**config.mk**
```make
export PLATFORM = sky130hd
export DESIGN_NAME = loop_qual_seq_flat
export DESIGN_NICKNAME = d
export VERILOG_FILES = /design/src/rtl/loop_qual_seq_if.sv /design/src/rtl/loop_qual_seq.sv /design/src/flat_wrapper.sv
export SDC_FILE = /design/constraint.sdc
export NUM_CORES = 1
export LEC_CHECK = 0
export CELL_PAD_IN_SITES_DETAIL_PLACEMENT = 0
export CELL_PAD_IN_SITES_GLOBAL_PLACEMENT = 1
export CORE_MARGIN = 2
export CORE_UTILIZATION = 44
export CTS_CLUSTER_SIZE = 30
export DETAILED_ROUTE_END_ITERATION = 6
export GPL_TIMING_DRIVEN = 0
export HOLD_SLACK_MARGIN = 0.12
export PLACE_DENSITY = 0.89
export SLEW_MARGIN = 20
export SYNTH_ARGS = -nofsm -noshare
export SYNTH_HDL_FRONTEND = slang
export SYNTH_SLANG_ARGS = --single-unit
```
**constraint.sdc**
```tcl
create_clock -name CELCLK -period 4.91 [get_ports CELCLK]
set_input_delay 1.473 -clock CELCLK [delete_from_list [all_inputs] [get_ports CELCLK]]
set_output_delay 1.473 -clock CELCLK [all_outputs]
set_load 0.1 [all_outputs]
```
**src/rtl/loop_qual_seq_if.sv**
```systemverilog
// loop_qual_seq_if - control/status bundle of the loop qualifier/sequencer.
//   en, clr_ok           : request and NOR4 fault flag (1 = all comparators clear)
//   loop_en, ss_code     : loop drive enable and soft-start ramp code
//   ss_done, fault       : regulating indication, fault handling in progress
//   lockout, retry_cnt   : retries exhausted, faults since last regulation
// master = controlling side (drives en/clr_ok), slave = the sequencer.
interface loop_qual_seq_if #(
  parameter int SS_W = 6
);
  logic            en;
  logic            clr_ok;
  logic            loop_en;
  logic [SS_W-1:0] ss_code;
  logic            ss_done;
  logic            fault;
  logic            lockout;
  logic [1:0]      retry_cnt;

  modport master (
    output en, clr_ok,
    input  loop_en, ss_code, ss_done, fault, lockout, retry_cnt
  );

  modport slave (
    input  en, clr_ok,
    output loop_en, ss_code, ss_done, fault, lockout, retry_cnt
  );
endinterface

```
**src/rtl/loop_qual_seq.sv**
```systemverilog
// loop_qual_seq - debounces the fault-NOR flag, soft-starts the loop with a
// ramp code, regulates, and on a filtered fault shuts down and retries after
// a delay, locking out after MAX_RETRY failed attempts.
// Ports:
//   CELCLK          clock
//   CELRST          synchronous active-high reset
//   CELV/CELG/SUB   supply, ground, substrate (no logic function)
//   lq              control/status bundle (slave side)
//
// state | meaning
// IDLE  | disabled, everything cleared
// QUAL  | waiting for FILT_CNT consecutive clr_ok=1 samples
// RAMP  | loop enabled, ss_code stepping every SS_STEP_DIV clocks
// REG   | ramp complete, regulating at full code
// FAULT | one-cycle shutdown, retry bookkeeping
// WAIT  | retry delay of RETRY_DLY clocks, clr_ok ignored
// LOCK  | retries exhausted, held until en drops
module loop_qual_seq #(
  parameter int FILT_CNT    = 8,
  parameter int SS_W        = 6,
  parameter int SS_STEP_DIV = 4,
  parameter int RETRY_DLY   = 200,
  parameter int MAX_RETRY   = 3
) (
  input  logic             CELCLK,
  input  logic             CELRST,
  input  logic             CELV,
  input  logic             CELG,
  input  logic             SUB,
  loop_qual_seq_if.slave   lq
);

  localparam int DIV_W = 5;

  typedef enum logic [2:0] {
    IDLE  = 3'd0,
    QUAL  = 3'd1,
    RAMP  = 3'd2,
    REG   = 3'd3,
    FAULT = 3'd4,
    WAIT  = 3'd5,
    LOCK  = 3'd6
  } state_t;

  state_t          state_q, state_n;
  logic [3:0]      filt_q, filt_n;
  logic [DIV_W-1:0] div_q, div_n;
  logic [SS_W-1:0] code_q, code_n;
  logic [1:0]      retry_q, retry_n;
  logic [7:0]      dly_q, dly_n;
  logic [SS_W-1:0] code_inc;
  logic            filt_flt;

  // Supply/substrate pins carry no logic.
  logic unused_pwr;
  assign unused_pwr = CELV ^ CELG ^ SUB;

  assign code_inc = code_q + 1'b1;
  // Filtered fault: the FILT_CNT-th consecutive low sample.
  assign filt_flt = !lq.clr_ok && (filt_q == 4'(FILT_CNT - 1));

  always_ff @(posedge CELCLK) begin
    if (CELRST) begin
      state_q <= IDLE;
      filt_q  <= '0;
      div_q   <= '0;
      code_q  <= '0;
      retry_q <= '0;
      dly_q   <= '0;
    end else begin
      state_q <= state_n;
      filt_q  <= filt_n;
      div_q   <= div_n;
      code_q  <= code_n;
      retry_q <= retry_n;
      dly_q   <= dly_n;
    end
  end

  always_comb begin
    state_n = state_q;
    filt_n  = filt_q;
    div_n   = div_q;
    code_n  = code_q;
    retry_n = retry_q;
    dly_n   = '0;

    unique case (state_q)
      IDLE: begin
        div_n   = '0;
        code_n  = '0;
        retry_n = '0;
        if (lq.en) state_n = QUAL;
      end

      QUAL: begin
        div_n  = '0;
        code_n = '0;
        if (!lq.clr_ok)                          filt_n = '0;
        else if (filt_q == 4'(FILT_CNT - 1))     state_n = RAMP;
        else                                     filt_n = filt_q + 1'b1;
      end

      RAMP, REG: begin
        if (state_q == RAMP) begin
          if (div_q == DIV_W'(SS_STEP_DIV - 1)) begin
            div_n  = '0;
            code_n = code_inc;
            if (&code_inc) begin
              state_n = REG;
              retry_n = '0;
            end
          end else begin
            div_n = div_q + 1'b1;
          end
        end
        if (lq.clr_ok) filt_n = '0;
        else           filt_n = filt_q + 1'b1;
        // Fault exit wins over ramp completion on the same edge.
        if (filt_flt) begin
          state_n = FAULT;
          retry_n = retry_q;
          code_n  = '0;
          div_n   = '0;
        end
      end

      FAULT: begin
        code_n  = '0;
        div_n   = '0;
        retry_n = (retry_q == 2'd3) ? 2'd3 : retry_q + 1'b1;
        state_n = (retry_q == 2'(MAX_RETRY - 1)) ? LOCK : WAIT;
      end

      WAIT: begin
        if (dly_q == 8'(RETRY_DLY - 1)) state_n = QUAL;
        else                            dly_n   = dly_q + 1'b1;
      end

      LOCK: ;

      default: state_n = IDLE;
    endcase

    if (state_n != state_q) filt_n = '0;

    if (!lq.en) begin
      state_n = IDLE;
      filt_n  = '0;
      div_n   = '0;
      code_n  = '0;
      retry_n = '0;
      dly_n   = '0;
    end
  end

  assign lq.loop_en   = (state_q == RAMP) || (state_q == REG);
  assign lq.ss_done   = (state_q == REG);
  assign lq.fault     = (state_q == FAULT) || (state_q == WAIT) || (state_q == LOCK);
  assign lq.lockout   = (state_q == LOCK);
  assign lq.ss_code   = lq.loop_en ? code_q : '0;
  assign lq.retry_cnt = retry_q;

endmodule
```
**src/flat_wrapper.sv**
```systemverilog
// flat-port wrapper written by rule: the top's interface ports become plain ports
module loop_qual_seq_flat 
#(
  parameter int FILT_CNT    = 8,
  parameter int SS_W        = 6,
  parameter int SS_STEP_DIV = 4,
  parameter int RETRY_DLY   = 200,
  parameter int MAX_RETRY   = 3
)
  (CELCLK, CELRST, CELV, CELG, SUB, lq_en, lq_clr_ok, lq_loop_en, lq_ss_code, lq_ss_done, lq_fault, lq_lockout, lq_retry_cnt);
  loop_qual_seq_if #(.SS_W(SS_W)) lq_i ();
  input  logic CELCLK;
  input  logic CELRST;
  input  logic CELV;
  input  logic CELG;
  input  logic SUB;
  input wire logic [$bits(lq_i.en)-1:0] lq_en;
  input wire logic [$bits(lq_i.clr_ok)-1:0] lq_clr_ok;
  output wire logic [$bits(lq_i.loop_en)-1:0] lq_loop_en;
  output wire logic [$bits(lq_i.ss_code)-1:0] lq_ss_code;
  output wire logic [$bits(lq_i.ss_done)-1:0] lq_ss_done;
  output wire logic [$bits(lq_i.fault)-1:0] lq_fault;
  output wire logic [$bits(lq_i.lockout)-1:0] lq_lockout;
  output wire logic [$bits(lq_i.retry_cnt)-1:0] lq_retry_cnt;
  assign lq_i.en = lq_en;
  assign lq_i.clr_ok = lq_clr_ok;
  assign lq_loop_en = lq_i.loop_en;
  assign lq_ss_code = lq_i.ss_code;
  assign lq_ss_done = lq_i.ss_done;
  assign lq_fault = lq_i.fault;
  assign lq_lockout = lq_i.lockout;
  assign lq_retry_cnt = lq_i.retry_cnt;
  loop_qual_seq #(.FILT_CNT(FILT_CNT), .SS_W(SS_W), .SS_STEP_DIV(SS_STEP_DIV), .RETRY_DLY(RETRY_DLY), .MAX_RETRY(MAX_RETRY)) u_core (.CELCLK(CELCLK), .CELRST(CELRST), .CELV(CELV), .CELG(CELG), .SUB(SUB), .lq(lq_i));
endmodule
```
==> results.md <==
Power:
- The leakage power is 0.615 nW.
- The part of the total power dissipated in sequential elements is 61.7%.
- The switching power summed over all nets is 0.0000872 W.
- The peak supply drop is 0.000139 V.
- The internal power contribution is 0.000283 W.
- The power after layout is 0.000371 W.
- Net switching is 23.5% of the power.
- The logic gate share of total power is 7.6%.
- The power density over cell area is 201 nW/um^2.
- The clock network burns 30.8% of the power.

Global route:
- The fraction of met2 tracks used by global routing is 34.1%.
- The first global-routing pass estimated 6510 um of wire.
- Entering global routing, the biggest net connects 16 pins.
- The met1 track utilization from global routing is 24.8%.
- The met3 capacity usage during global routing is 2.64%.
- The initial antenna violation count was 0.
- The most heavily used metal layer in global routing is met2.
- Global routing used 19.2% of the available tracks.
- For this run the aggregate overflow at the end of global routing stands at 0.
- The via count of the first global-routing pass is 1449.

Drt:
- The number of vias per cell after detailed routing is 5.87.
- In this run, the number of DRC markers left after iteration 0 of detailed routing was 63.
- For this block, the routed nets add up to 3640 um of wire.
- The detail route stage leaves a number of antenna-violating nets equal to 0.
- The via count of the routed design is 1514.
- The post-route DRC violation count is 0.
- The first detailed-routing pass took 4 iterations.
- Dividing the detail-routed wire length by the instance count gives 14.1 um.

Place:
- Once detailed placement completed, the half-perimeter wirelength came to 2670 um.
- The congestion estimate from routability-driven global placement came to 0.830.
- Including well taps, the total number of placed cells is 254.
- Input and output buffers added on the ports amount to 15.

Clock network:
- Clock-pin slew was measured on the worst setup and hold paths at 0.15 ns.
- For this design, the CTS-stage hold fixing added 0 buffers.
- The count of clock tree sinks is 28.
- In this run the number of H-tree levels came out at 1.
- The CTS buffer count is 3.
- In this run the clock root is driven by a clkbuf_4.
- TritonCTS built the clock tree.
- Post-CTS repair changed the size of 0 cells.
- The clock reaches the later pin of the worst-skew pair after 0.33 ns.
- The buffer depth of the longest clock path is 2.
- The number of setup buffers added after CTS is 0.

Floorplan:
- 19 I/O pins were placed.
- The core region is 3420 um^2.
- The number of placement rows is 21.
- The horizontal die dimension is 64.3 um.
- The starting utilization of the core area is 46.8%.
- The floorplan die area is 4140 um^2.
- The die is 64.3 um tall.

Timing:
- Setup repair after global routing left no endpoint under its margin.
- The final-report max-slew violation count was 0.
- The sum of negative setup slack is 0 ns.
- Timing would allow up to 231 MHz.
- For the final database, setup skew stands at 0.00566 ns.
- The relative max-transition margin is 35.0%.
- For the pin with the worst max-slew slack, the measured transition is 0.971 ns.
- For the finished layout, the period the worst path requires is 4.33 ns.
- The post-route fraction of the period consumed by the critical path is 88.2%.
- The final number of hold-violating endpoints is 0.
- Setup violations remaining at the end of the flow were counted as 0.

Worst hold path:
- The worst hold path begins at u_core.dly_q[0].
- The path type of the worst min-delay path is reg -> reg.
- Along the worst hold path, the cell count comes to 1.

Critical path:
- In this run the critical register-to-register path is launched from u_core.filt_q[0].
- The worst register-to-register path has a depth of 6.
- Tracing the worst setup path back leads to its startpoint at u_core.state_q[1].
- In this run the worst path has a maximum fanout of 10.
- The startpoint type of the worst setup path is a flip-flop.
- STA classifies the critical path endpoint as an output port.
- On the worst path, the slowest cell contributes a delay of 1.16 ns.
- The critical path goes through clkbuf_1 -> clkbuf_1 -> nor3b_1 -> clkdlybuf4s50_1.
- The slowest stage of the critical path belongs to the cell clkdlybuf4s50_1.
- The data arrival time at the worst-slack endpoint is 2.86 ns.
- By instance count, the cell type seen most on the critical path is clkbuf_1.
- The critical path in this run is classified as reg -> out.
- The data required time at the worst endpoint is 3.44 ns.

Layout:
- Counting the fill cells in the layout gives 345.
- The multi-input combinational cell area is 988 um^2.
- The share of layout cells above drive strength 1 is 5.66%.
- The final-stage net count is 225.
- The repair_antennas step left the layout with diodes totalling 0.
- After the flow finishes, the layout carries non-filler instances totaling 258.
- Compared with the post-synthesis result, the final layout area differs by 15.2%.
- Across the whole layout, storage elements account for 561 um^2.

Synthesis:
- In this run the cell area of the synthesized design comes to 1600 um^2.
- A synthesized cell averages 8.29 um^2.
- Counting flops and latches in the post-synthesis netlist gives 28.
- After synthesis, the most frequently instantiated cells are 28 x dfxtp_1, 26 x nor2_1, 15 x a21oi_1.
- The top cell type by area accounts for 35.0% of the synthesized area.
- The number of nets produced by synthesis is 205.
- The cell accounting for the most synthesized area is dfxtp_1.
- Among all cell types in the netlist, the one instantiated most often is dfxtp_1.
- Synthesis instantiated 45 different standard cells from the library.
- For this run, the leading register cell type out of synthesis is dfxtp_1.
- The number of instances in the synthesized netlist is 193.
- The portion of the post-synthesis area used by sequential elements is 35.0%.
- In the post-synthesis netlist, the biggest area contributors are dfxtp_1 35%, nor2_1 6.1%, a21oi_1 4.7%.
- The synthesized design contains 0 enable-type register cells.
- The async set-or-reset flop fraction in the synthesized netlist is 0%.
- The number of warning messages in the yosys log is 0.

Flow run:
- Max-cap violations in this run came to 0.

Status:
- The flow ran to the end, and the final reports show no timing, DRC or antenna violations.
[routing by layer]
metal | up-vias | share of wire, %
met5 | - | 0
met4 | 0 | 0.82
met3 | 4 | 3.6
met2 | 37 | 48
met1 | 730 | 47
li1 | 743 | -
[logic make-up (layout without fill, tap and decap cells)]
kind of cell,count (synthesis),in the layout,share of synthesized area (%)
compound gates,43,43,17.6
buf+inv,11,30,3.21
fa+ha+maj,5,5,3.91
mux,2,2,1.25
xor+xnor,11,11,6.02
flops,28,28,35.0
simple gates,93,93,33.0
[stage by stage]
stage               area, um^2  hold WS [ns]  worst slack (ns)  util [%]
finish                    1840         0.455             0.582      54.0
global route              1840         0.479             0.404      54.0
CTS                       1840         0.460             0.594      54.0
detailed placement        1810         0.439             0.992      52.9
global placement          1810         0.425              1.02      52.9
floorplan                 1600         0.413             0.345         -
[power by group through the flow]
stage | Combinational, W | Clock [W] | Sequential [W]
after floorplan | 0.0000187 | 0 | 0.000233
after global placement | 0.0000272 | 0 | 0.000233
after detailed placement | 0.0000276 | 0 | 0.000233
after CTS | 0.0000278 | 0.000120 | 0.000229
after global routing | 0.0000301 | 0.000129 | 0.000229
final | 0.0000281 | 0.000114 | 0.000229
[layout by cell type (no fill, tap or decap), types with 3 or more instances in the layout]
| master | Yosys | layout |
|---|---|---|
| a21oi_1 | 15 | 15 |
| and2_1 | 8 | 8 |
| and3_1 | 4 | 4 |
| clkbuf_1 | 4 | 4 |
| clkbuf_4 | 0 | 3 |
| clkdlybuf4s50_1 | 0 | 15 |
| dfxtp_1 | 28 | 28 |
| ha_1 | 5 | 5 |
| inv_1 | 4 | 4 |
| nand2_1 | 5 | 5 |
| nand2b_1 | 5 | 5 |
| nand3_1 | 13 | 13 |
| nand4_1 | 3 | 3 |
| nor2_1 | 26 | 26 |
| nor2b_1 | 4 | 4 |
| nor3_1 | 9 | 9 |
| o21a_1 | 3 | 3 |
| o21ai_0 | 5 | 5 |
| o221ai_1 | 4 | 4 |
| xnor2_1 | 4 | 4 |
| xor2_1 | 7 | 7 |
[flip-flops by register name (all words and copies together), names as in the netlist]
signal / count
u_core.dly_q: 8
u_core.code_q: 6
u_core.filt_q: 4
u_core.div_q: 5
u_core.lq.retry_cnt: 2
u_core.state_q: 3
[critical path, delay by kind of cell (launching register included)]
| kind | cells | cell delay (ns) |
|---|---|---|
| buf+inv | 3 | 1.94 |
| flops | 1 | 0.35 |
| simple gates | 1 | 0.24 |
[layout make-up]
type / count / area share [%]
tap: 46 / 3.12
sequential: 28 / 30.4
buffer: 7 / 1.97
clock buffer: 4 / 1.97
multi-input combinational: 154 / 53.6
timing repair buffer: 15 / 8.14
inverter: 4 / 0.814
[worst paths after layout]
path                            slack [ns]          endpoint
worst max-delay path                  0.58        lq_lockout
worst min-delay path                  0.45   u_core.dly_q[0]
worst max register to register        2.92  u_core.code_q[2]
worst min register to register        0.45   u_core.dly_q[0]
Note: power is estimated with default switching activity, not from simulation.
